## config.mk

```make
export PLATFORM = sky130hd
export DESIGN_NAME = regfile_write_arbiter
export DESIGN_NICKNAME = d
export VERILOG_FILES = /design/src/rtl/regfile_write_arbiter_pkg.sv /design/src/rtl/regfile_write_arbiter_rr_priority_picker.sv /design/src/rtl/regfile_write_arbiter.sv
export SDC_FILE = /design/constraint.sdc
export NUM_CORES = 1
export LEC_CHECK = 0
export CAP_MARGIN = 20
export CORE_MARGIN = 2
export CORE_UTILIZATION = 25
export DETAILED_ROUTE_END_ITERATION = 10
export PLACE_DENSITY = 0.55
export SETUP_SLACK_MARGIN = 0.4
export SLEW_MARGIN = 30
export SYNTH_ARGS = -nofsm -noshare
export SYNTH_HDL_FRONTEND = slang
export SYNTH_HIERARCHICAL = 1
export SYNTH_SLANG_ARGS = --single-unit
```

## constraint.sdc

```tcl
create_clock -name CLOCK -period 6.78 [get_ports CLOCK]
set_input_delay 1.356 -clock CLOCK [delete_from_list [all_inputs] [get_ports CLOCK]]
set_output_delay 1.356 -clock CLOCK [all_outputs]
set_load 0.01 [all_outputs]
```

## src/rtl/regfile_write_arbiter_pkg.sv

```systemverilog
// Shared constants and flattened-bus slice helpers for the register-file write arbiter.
package regfile_pkg;
    localparam int REG_ADDR_W = 5;
    localparam int DATA_W     = 32;
    localparam int NUM_REGS   = 32;
    localparam int MAX_REQ    = 8;
    localparam logic [REG_ADDR_W-1:0] ZERO_REG = 5'd0;

    // Buses are zero-extended to MAX_REQ lanes so one helper serves any NUM_REQ.
    function automatic logic [REG_ADDR_W-1:0] addr_slice(
        input logic [REG_ADDR_W*MAX_REQ-1:0] bus,
        input int i
    );
        return bus[i*REG_ADDR_W +: REG_ADDR_W];
    endfunction

    function automatic logic [DATA_W-1:0] data_slice(
        input logic [DATA_W*MAX_REQ-1:0] bus,
        input int i
    );
        return bus[i*DATA_W +: DATA_W];
    endfunction
endpackage

```

## src/rtl/regfile_write_arbiter_rr_priority_picker.sv

```systemverilog
// Combinational round-robin picker: first set request at or after ptr, wrapping at NUM_REQ.
module rr_priority_picker #(
    parameter int NUM_REQ = 3,
    parameter int ID_W    = 2
) (
    input  logic [NUM_REQ-1:0] req,
    input  logic [ID_W-1:0]    ptr,
    output logic [NUM_REQ-1:0] grant,
    output logic [ID_W-1:0]    idx,
    output logic               any
);
    int j;

    always_comb begin
        grant = '0;
        idx   = '0;
        any   = 1'b0;
        j     = 0;
        for (int k = 0; k < NUM_REQ; k++) begin
            j = int'(ptr) + k;
            if (j >= NUM_REQ) j = j - NUM_REQ;
            if (!any && req[j]) begin
                any      = 1'b1;
                grant[j] = 1'b1;
                idx      = ID_W'(j);
            end
        end
    end
endmodule

```

## src/rtl/regfile_write_arbiter.sv

```systemverilog
// Round-robin arbiter for the register file's single write port; one-cycle registered write.
// Define REGFILE_ARB_FORWARD_EN to add the read-address forwarding compare.
module regfile_write_arbiter
    import regfile_pkg::*;
#(
    parameter int NUM_REQ = 3,
    parameter int ID_W    = 2
) (
    input  logic                      CLOCK,
    input  logic                      RESET,
    input  logic                      STALL,
    input  logic [NUM_REQ-1:0]        REQ_VALID,
    input  logic [5*NUM_REQ-1:0]      REQ_ADDR,
    input  logic [32*NUM_REQ-1:0]     REQ_DATA,
    output logic [NUM_REQ-1:0]        REQ_READY,
    output logic                      WE,
    output logic [REG_ADDR_W-1:0]     A3,
    output logic [DATA_W-1:0]         WD,
    output logic [ID_W-1:0]           GRANT_ID
`ifdef REGFILE_ARB_FORWARD_EN
    ,
    input  logic [REG_ADDR_W-1:0]     RD_A1,
    input  logic [REG_ADDR_W-1:0]     RD_A2,
    output logic                      FWD_HIT1,
    output logic                      FWD_HIT2,
    output logic [DATA_W-1:0]         FWD_DATA1,
    output logic [DATA_W-1:0]         FWD_DATA2
`endif
);
    logic [ID_W-1:0]               ptr;
    logic [NUM_REQ-1:0]            grant;
    logic [ID_W-1:0]               grant_idx;
    logic                          any_grant;
    logic                          xfer;
    logic [REG_ADDR_W*MAX_REQ-1:0] addr_ext;
    logic [DATA_W*MAX_REQ-1:0]     data_ext;
    logic [REG_ADDR_W-1:0]         sel_addr;
    logic [DATA_W-1:0]             sel_data;

    rr_priority_picker #(.NUM_REQ(NUM_REQ), .ID_W(ID_W)) u_picker (
        .req   (REQ_VALID),
        .ptr   (ptr),
        .grant (grant),
        .idx   (grant_idx),
        .any   (any_grant)
    );

    assign REQ_READY = (STALL || RESET) ? '0 : grant;
    assign xfer      = any_grant && !STALL && !RESET;
    assign addr_ext  = (REG_ADDR_W*MAX_REQ)'(REQ_ADDR);
    assign data_ext  = (DATA_W*MAX_REQ)'(REQ_DATA);
    assign sel_addr  = addr_slice(addr_ext, int'(grant_idx));
    assign sel_data  = data_slice(data_ext, int'(grant_idx));

    always_ff @(posedge CLOCK or posedge RESET) begin
        if (RESET) begin
            ptr      <= '0;
            WE       <= 1'b0;
            A3       <= '0;
            WD       <= '0;
            GRANT_ID <= '0;
        end else if (xfer) begin
            ptr      <= (grant_idx == ID_W'(NUM_REQ-1)) ? '0 : grant_idx + 1'b1;
            GRANT_ID <= grant_idx;
            // Writes to $zero are consumed but never reach the register file.
            if (sel_addr == ZERO_REG) begin
                WE <= 1'b0;
                A3 <= '0;
                WD <= '0;
            end else begin
                WE <= 1'b1;
                A3 <= sel_addr;
                WD <= sel_data;
            end
        end else begin
            WE <= 1'b0;
        end
    end

`ifdef REGFILE_ARB_FORWARD_EN
    assign FWD_HIT1  = WE && (A3 == RD_A1) && (RD_A1 != ZERO_REG);
    assign FWD_HIT2  = WE && (A3 == RD_A2) && (RD_A2 != ZERO_REG);
    assign FWD_DATA1 = WD;
    assign FWD_DATA2 = WD;
`endif
endmodule

```

==> results of run 1 <==
-- layer usage --
| layer | GRT usage, % | vias to the layer above | share of wire (%) |
|---|---|---|---|
| met5 | 0 | - | 0 |
| met1 | 16.7 | 1292 | 41 |
| met3 | 4.66 | 6 | 8.1 |
| met2 | 25.2 | 96 | 50 |
| met4 | 3.09 | 0 | 0.95 |
| li1 | - | 1343 | - |
-- final cells by class --
type                    count  area, um^2
clock inverters             2        13.8
clock buffers               6         129
well taps                 143         179
repair buffers            166        1660
fillers                  1148        6680
multi-input cells         204        1730
inverters                   6        23.8
flip-flops and latches     42        1050
-- state kept, by name (all words and copies together), names as in the netlist --
register / flops
A3: 5
WD: 32
WE: 1
ptr: 2
GRANT_ID: 2
-- cell usage in the layout (no fill, tap or decap), drive strengths merged, types with 2 or more instances in the layout --
cell and instances:
o22ai 2, clkbuf 6, mux2i 72, buf 7, a211oi 2, nor2 8
o2bb2ai 36, nor2b 2, nand2 6, ha 4, inv 5, and2 3
clkinv 3, dfrtp 42, nand3 2, clkdlybuf4s50 159, o31ai 2, a21oi 42
nand2b 3, mux2 7
-- worst max-delay path, cell delays in order --
cell and delay (ns):
clkdlybuf4s50_1 0.63, nand2b_1 0.18, mux2i_4 0.24, a311oi_1 0.09
o2bb2ai_1 0.18, and2_1 0.15, clkdlybuf4s50_1 0.54
-- final timing paths --
kind,endpoint,slack [ns],start
worst max-delay path,REQ_READY[0],2.06,REQ_VALID[2]
worst min-delay path,A3[1],0.50,A3[1]
worst max register to register,WD[8],2.88,ptr[1]
worst min register to register,A3[1],0.50,A3[1]
max in group asynchronous,ptr[0],4.75,RESET
min in group asynchronous,A3[3],1.56,RESET
-- logic make-up (layout without fill, tap and decap cells) --
| family | after synthesis | after routing | share of synthesized area, % |
|---|---|---|---|
| AO/OA/AOI/OAI | 92 | 92 | 22.5 |
| adder cells (fa/ha/maj) | 4 | 4 | 1.69 |
| buffers and inverters | 32 | 180 | 6.72 |
| flip-flops | 42 | 42 | 35.5 |
| multiplexers | 79 | 79 | 27.9 |
| AND/OR/NAND/NOR | 29 | 29 | 5.75 |
-- power by group --
group | switching [uW] | internal, uW | leakage [uW]
combinational | 676 | 649 | 0.00139
clock | 94.7 | 137 | 0.0000708
sequential | 69.5 | 376 | 0.000513
total | 840 | 1160 | 0.00197
-- through the flow --
step | area (um^2) | hold WS (ns) | cells | power, uW | worst slack (ns)
2_1_floorplan | 2960 | 0.505 | 278 | 1300 | 3.32
3_3_place_gp | 4620 | 0.494 | 560 | 1760 | 1.89
3_5_place_dp | 4620 | 0.494 | 560 | 1770 | 1.85
4_1_cts | 4760 | 0.508 | 568 | 2010 | 2.05
5_1_grt | 4790 | 0.529 | 569 | 2160 | 1.83
6_report | 4790 | 0.504 | 569 | 2000 | 2.06
==> impl_metrics.ini, run 1 <==
[grt]
grt_overflow = 0
grt_pass1_vias = 2942
grt_usage_pct = 14.2
grt_start_max_net_pins = 44
antenna_found_initial = 0
grt_pass1_wl_um = 14600

[floorplan]
die_w_um = 113
core-area_mm2 = 0.0115
dieArea_mm2 = 0.0127
pin_count = 160
rows = 39
die_h_um = 113
start_util_pct = 25.8

[logic_synthesis]
synth_top_area_share_pct = 35.5
synthDistinctLibCells = 39
synth_warnings = 6
synthFlopType = dfrtp_1
syn-cell-area_mm2 = 0.00296
ys_seq_area_share_pct = 35.5
synth_most_common_cell = mux2i_1
avgSynthCellArea_um2 = 10.6
synth_top_cell_by_area = dfrtp_1
ys_seq_elements = 42
synthTopCellsByArea = dfrtp_1 36%, mux2i_1 24%, o2bb2ai_1 11%
synth_edf_count = 0
async_flop_share_pct = 100
synthTopCellsByCount = 70 x mux2i_1, 42 x dfrtp_1, 38 x a21oi_1
syn-num-nets = 399
synth_cells = 278

[run_status]
status = finished, final reports clean

[route]
firstDrtPassIters = 4
drt-total-wl_um = 9190
detail-route-antenna-nets = 0
drc = 0
drt_iter0_drc = 89
wl_per_cell_um = 16.2
num_vias = 2737
viasPerCell = 4.81

[clocking]
clkLatencyLatePin_ns = 0.28
cts_setup_buffers = 0
root_buffer = clkbuf_16
cts_sinks = 42
clockBufferDepth = 2
path_clk_slew_ns = 0.06
htree_levels = 2
holdBufCountCts = 0
ctsResizeCount = 0
cts_tree = done
cts_inserted_buffers = 5

[finish]
diodes = 0
drive_above_1_share_pct = 8.45
fin_nets = 546
utilization_pct = 41.8
area_growth_syn_to_layout_pct = 61.9

[sta]
relSlewSlack_pct = 48.3
hold_viol = 0
fin_tns_setup_ns = 0
clock.fmax_ghz = 0.212
rsz0062_at_grt = false
finClkSkew_ns = 0.00591
min_period_ns = 4.72
setup-violations-final = 0
layout_worst_path_cycle_share_pct = 69.7
finalMaxSlewViolations = 0
tightest_slew_ns = 0.775

[worst_setup_path]
crit_type = input pin to output pin
cp_max_fo = 8
worstPathRequired_ns = 5.42
critPathLaunchType = input pin
worst_setup_path_end_kind = output pin
reg2regPathDepth = 12
crit_arrival_ns = 3.37

[placement]
hpwl_um = 6840
gp_congestion = 0.842
portBuffers = 159

[power_and_ir_drop]
p_leak_uw = 0.00197
powerDensity_mw_per_mm2 = 418
peakVddDrop_mv = 0.164

[worst_hold_path]
hold_path_class = register to register
whs_path_depth = 1

[flow_run]
cap_violations = 0
(Power assumes the default switching activity.)
==> run 2, diff against run 1 <==
- PLACE_DENSITY: 0.55 -> 0.57
- clock period: 6.78 -> 4.2 ns (I/O delays scaled with it)
==> run 2 against run 1 <==
  * Global-route usage barely moved
  * Worst hold slack better by 0.0054 ns
  * Sequential share of layout area down 0.33 points
  * Clock power grew 120%
  * Critical path depth is the same
  * Die area is the same
  * Cell count is 0.53% higher
  * Power grew 67%
  * Flip-flop and latch count did not move
  * Cell area up 1.5%
  * Worst setup slack worse by 1.5 ns
  * Sequential power rose by 61%
  * Largest power group unchanged
  * Highest routed layer unchanged
==> impl_metrics.ini, run 2 (synthesized netlist as in run 1, its figures left out) <==
[run_status]
status = finished, final reports clean

[finish]
regArea_mm2 = 0.00105
largest_reg_flops = 32
top_register = WD
fin_nets = 548
area_growth_syn_to_layout_pct = 64.4
final_cell_mix = 159 x clkdlybuf4s50_1, 70 x mux2i_1, 42 x dfrtp_1
top_regs = WD x32, A3 x5
multi_input_area_mm2 = 0.00173
fill_cells = 1109
final_common_cell = clkdlybuf4s50_1
drive_above_1_share_pct = 9.11

[placement]
place_ws_ns = 0.527
gp_congestion = 0.868
portBuffers = 159
hpwl_um = 6960

[grt]
grt_usage_pct = 14.2
grt_pass1_wl_um = 14800
grt_start_max_net_pins = 43
antenna_found_initial = 1
grt_pass1_vias = 2985
grt_overflow = 0

[route]
detail-route-antenna-nets = 0
drt_iter0_drc = 93
firstDrtPassIters = 4
num_vias = 2736
wl_per_cell_um = 15.8
drc = 0
viasPerCell = 4.78
drt-total-wl_um = 9020

[power_and_ir_drop]
peakVddDrop_mv = 0.257
pwr-share-comb_pct = 63.7
powerDensity_mw_per_mm2 = 690
pwr-share-seq_pct = 21.5
swShare_pct = 40.4
p_leak_uw = 0.00200
internal-power_uw = 2000
power_switching_uw = 1350
power_frac_clock_pct = 14.8

[clocking]
ctsResizeCount = 0
clkLatencyLatePin_ns = 0.28
holdBufCountCts = 0
cts_inserted_buffers = 5
clockBufferDepth = 2
cts_tree = done
htree_levels = 2
path_clk_slew_ns = 0.06
cts_sinks = 42
root_buffer = clkbuf_16
cts_setup_buffers = 0

[sta]
relSlewSlack_pct = 47.9
tightest_slew_ns = 0.781
clock.fmax_ghz = 0.273
setup-violations-final = 0
finalMaxSlewViolations = 0
layout_worst_path_cycle_share_pct = 87.1
fin_tns_setup_ns = 0
min_period_ns = 3.66
finClkSkew_ns = 0.00464
layout_setup_ws_ns = 0.543
hold_viol = 0
rsz0062_at_grt = false

[floorplan]
rows = 39
start_util_pct = 25.8
core-area_mm2 = 0.0115
pin_count = 160
die_h_um = 113
dieArea_mm2 = 0.0127
die_w_um = 113

[worst_hold_path]
hold_path_class = register to register

[worst_setup_path]
cp_common_cell = clkdlybuf4s50_1
critPathLaunchType = input pin
cp_max_fo = 6
max_stage_delay_ns = 0.62
crit_chain = clkdlybuf4s50_1, nor2b_1, a211o_2, nand3_1, a31oi_1, and2_1, clkdlybuf4s50_1
timing.critical_path.buf_inv = 2
worstPathRequired_ns = 3.36
crit_slowest_cell = clkdlybuf4s50_1
crit_type = input pin to output pin
worst_setup_path_end_kind = output pin
crit_arrival_ns = 2.82
crit_family = buffers and inverters

[flow_run]
cap_violations = 0
-- run 2: power groups by stage --
stage               Clock (uW)  Sequential, uW  Combinational, uW
floorplan                    0             802               1290
detailed placement           0             725               2170
finish                     498             720               2140
global placement             0             720               2140
CTS                        515             723               2170
global route               533             746               2330
-- run 2: metal layers --
metal | global-route usage, % | vias to the layer above | wire, um
li1 | - | 1348 | -
met1 | 16.4 | 1273 | 3610
met2 | 25.5 | 100 | 4550
met3 | 3.91 | 15 | 639
met4 | 4.63 | 0 | 211
met5 | 0 | - | 0
-- run 2: metrics by stage --
step	power [uW]	hold WS, ns	cell area (um^2)	instances	utilization (%)
after floorplan	2090	0.505	2960	278	-
after global placement	2860	0.488	4670	563	40.7
after detailed placement	2890	0.499	4670	563	40.7
after CTS	3410	0.516	4860	571	42.4
after global routing	3610	0.530	4860	572	42.4
final	3350	0.510	4860	572	42.4
-- run 2: layout make-up --
class	instances	area share [%]
timing repair buffer	168	34.6
antenna	1	0.0514
inverter	6	0.489
clock inverter	3	1.41
sequential	42	21.6
clock buffer	5	2.57
tap	143	3.68
multi-input combinational	204	35.6
-- run 2: path summary, 6_finish.rpt --
path	start	slack, ns	to	cells after the start
max	REQ_VALID[0]	0.54	REQ_READY[2]	7
min	A3[2]	0.51	A3[2]	2
max reg2reg	ptr[0]	1.04	WE	12
min reg2reg	A3[2]	0.51	A3[2]	2
max in group asynchronous	RESET	2.71	WD[0]	2
min in group asynchronous	RESET	1.04	WD[15]	2
-- run 2: worst register-to-register path: cells and delay by family, from the launching register on --
kind                     cells  cell delay, ns
AO/OA/AOI/OAI                4            0.75
flip-flops                   1            0.40
buffers and inverters        4            0.67
adder cells (fa/ha/maj)      1            0.48
AND/OR/NAND/NOR              3            0.73
==> run 3, diff against run 2 <==
- ABC_AREA: not set -> 1
- PLACE_DENSITY: 0.57 -> 0.55
- clock period: 4.2 -> 4.7 ns (I/O delays scaled with it)
==> run 3 against run 2 <==
  * Cell count grew 23%
  * Area after synthesis shrank 4.8%
  * Count of clock-buffer cells in the layout rose by 1
  * Sequential share of layout area is 1.0 points higher
  * Combinational power up 12%
  * Flip-flop and latch count unchanged
  * Register-to-register slack gained 0.42 ns
  * Global-route usage up 0.87 points
  * Clock power decreased by 22%
  * First-iteration DRC count unchanged
  * Worst setup slack better by 0.48 ns
  * Highest routed layer unchanged
==> impl_metrics.ini, run 3 <==
[run_status]
status = finished, final reports clean

[worst_setup_path]
crit_chain = clkdlybuf4s50_1, inv_2, o21ai_2, nand2_4, inv_2, nand2_1, nand2_1, inv_2, nand2_1, inv_1, nor2_1, clkdlybuf4s50_1
r2r_slack_ns = 1.46
r2r_start = ptr[0]
reg2regPathDepth = 17
crit_arrival_ns = 2.73
r2r_end = WD[22]
crit_type = input pin to output pin
max_stage_delay_ns = 0.54
critPathLaunchType = input pin
cp_max_fo = 6
crit_slowest_cell = clkdlybuf4s50_1
worst_setup_path_end_kind = output pin
worstPathRequired_ns = 3.76

[grt]
grt_start_max_net_pins = 47
grt_pass1_wl_um = 14400
antenna_found_initial = 0
grt_pass1_vias = 3043
grt_overflow = 0
grt_usage_pct = 15.1

[clocking]
ctsResizeCount = 0
holdBufCountCts = 0
htree_levels = 2
root_buffer = clkbuf_16
cts_setup_buffers = 0
cts_tree = done
cts_inserted_buffers = 5
clockBufferDepth = 2
clkLatencyLatePin_ns = 0.28
path_clk_slew_ns = 0.06
cts_sinks = 42

[logic_synthesis]
synth_edf_count = 0
ys_seq_area_share_pct = 37.3
ys_seq_elements = 42
synth_cells = 415
synthTopCellsByCount = 210 x nand2_1, 74 x nand3_1, 42 x dfrtp_1
synth_top_cell_by_area = dfrtp_1
syn-num-nets = 536
synthTopCellsByArea = dfrtp_1 37%, nand2_1 28%, nand3_1 13%
synth_most_common_cell = nand2_1
synth_warnings = 6
avgSynthCellArea_um2 = 6.79
syn-cell-area_mm2 = 0.00282
async_flop_share_pct = 100
synth_top_area_share_pct = 37.3
synthFlopType = dfrtp_1
synthDistinctLibCells = 25

[route]
drt_iter0_drc = 93
num_vias = 3102
wl_per_cell_um = 12.8
detail-route-antenna-nets = 0
firstDrtPassIters = 4
drt-total-wl_um = 9020
viasPerCell = 4.41
drc = 0

[power_and_ir_drop]
p_leak_uw = 0.00217
powerDensity_mw_per_mm2 = 735
peakVddDrop_mv = 0.431
power_uw = 3410

[sta]
tightest_slew_ns = 0.755
setup-violations-final = 0
clock.fmax_ghz = 0.272
finalMaxSlewViolations = 0
layout_worst_path_cycle_share_pct = 78.2
rsz0062_at_grt = false
layout_setup_ws_ns = 1.03
fin_tns_setup_ns = 0
finClkSkew_ns = 0.00372
hold_viol = 0
relSlewSlack_pct = 49.6
min_period_ns = 3.67

[finish]
area_growth_syn_to_layout_pct = 64.9
final_cell_mix = 209 x nand2_1, 159 x clkdlybuf4s50_1, 74 x nand3_1
diodes = 0
fin_nets = 683
final_common_cell = nand2_1
largest_reg_flops = 32
top_register = WD
utilization_pct = 42.5
top_regs = WD x32, A3 x5
drive_above_1_share_pct = 8.17

[placement]
gp_congestion = 0.764
place_ws_ns = 0.840
hpwl_um = 6730
portBuffers = 159

[worst_hold_path]
hold_path_end = WD[10]
whs_path_depth = 2
hp-start = WD[10]
hold_path_class = register to register

[floorplan]
dieArea_mm2 = 0.0121
die_h_um = 110
rows = 38
die_w_um = 110
core-area_mm2 = 0.0109
start_util_pct = 25.8
pin_count = 160

[flow_run]
cap_violations = 0
==> run 3: changes by cell type after synthesis, moves of 4 or more <==
| cell | change |
|---|---|
| nand2_1 | +204 |
| nand3_2 | +14 |
| inv_1 | +9 |
| mux2i_1 | -70 |
| a21oi_1 | -38 |
| o21ai_0 | +5 |
| nand3_1 | +72 |
| a21oi_2 | -4 |
| mux2_2 | -7 |
| o2bb2ai_1 | -36 |
| inv_2 | +7 |
==> run 3: layout make-up <==
class / instances / area, um^2
flip-flops and latches: 42 / 1050
fillers: 1135 / 6290
clock inverters: 2 / 37.5
repair buffers: 162 / 1610
inverters: 25 / 100
multi-input cells: 326 / 1540
well taps: 140 / 175
clock buffers: 6 / 129
==> run 3: cells by family after synthesis <==
group,after synthesis,synth area share [%]
adders and majority gates,4,1.78
AOI/OAI and AO/OA,8,2.18
DFF,42,37.3
buffers and inverters,47,8.17
and+or+nand+nor,314,50.6
==> run 3: power breakdown <==
group	leakage, uW	internal [uW]	switching (uW)
clock network	0.0000771	251	138
registers	0.000534	527	98.3
logic	0.00155	925	1470
total	0.00217	1700	1710
==> run 3: how the worst max path moves through the flow <==
| stage | start | end | slack, ns | cells after the start |
|---|---|---|---|---|
| global route | REQ_VALID[2] | WD[20] | 0.82 | 15 |
| finish | REQ_VALID[2] | REQ_READY[1] | 1.03 | 12 |
| global placement | REQ_VALID[2] | WD[8] | 0.96 | 15 |
| floorplan | REQ_VALID[2] | REQ_READY[1] | 2.11 | 10 |
| CTS | REQ_VALID[2] | REQ_READY[1] | 1.02 | 12 |
| detailed placement | REQ_VALID[2] | WD[15] | 0.84 | 15 |
==> run 3: routing by layer <==
| metal | track usage, % | routed length (um) | vias to the layer above |
|---|---|---|---|
| li1 | - | - | 1604 |
| met5 | 0 | 0 | - |
| met3 | 5.11 | 925 | 4 |
| met2 | 25.7 | 4170 | 123 |
| met1 | 18.4 | 3850 | 1371 |
| met4 | 3.30 | 75 | 0 |
==> run 3: critical path, delay by kind of cell <==
kind                   cells  cell delay (ns)
buffers and inverters      6             1.28
AO/OA/AOI/OAI              1             0.16
AND/OR/NAND/NOR            5             0.36
==> run 3: stage by stage <==
step	hold WS (ns)	cell area (um^2)	instances
floorplan	0.499	2820	415
global placement	0.462	4480	695
global route	0.503	4640	703
finish	0.478	4640	703
detailed placement	0.466	4480	695
CTS	0.484	4640	703
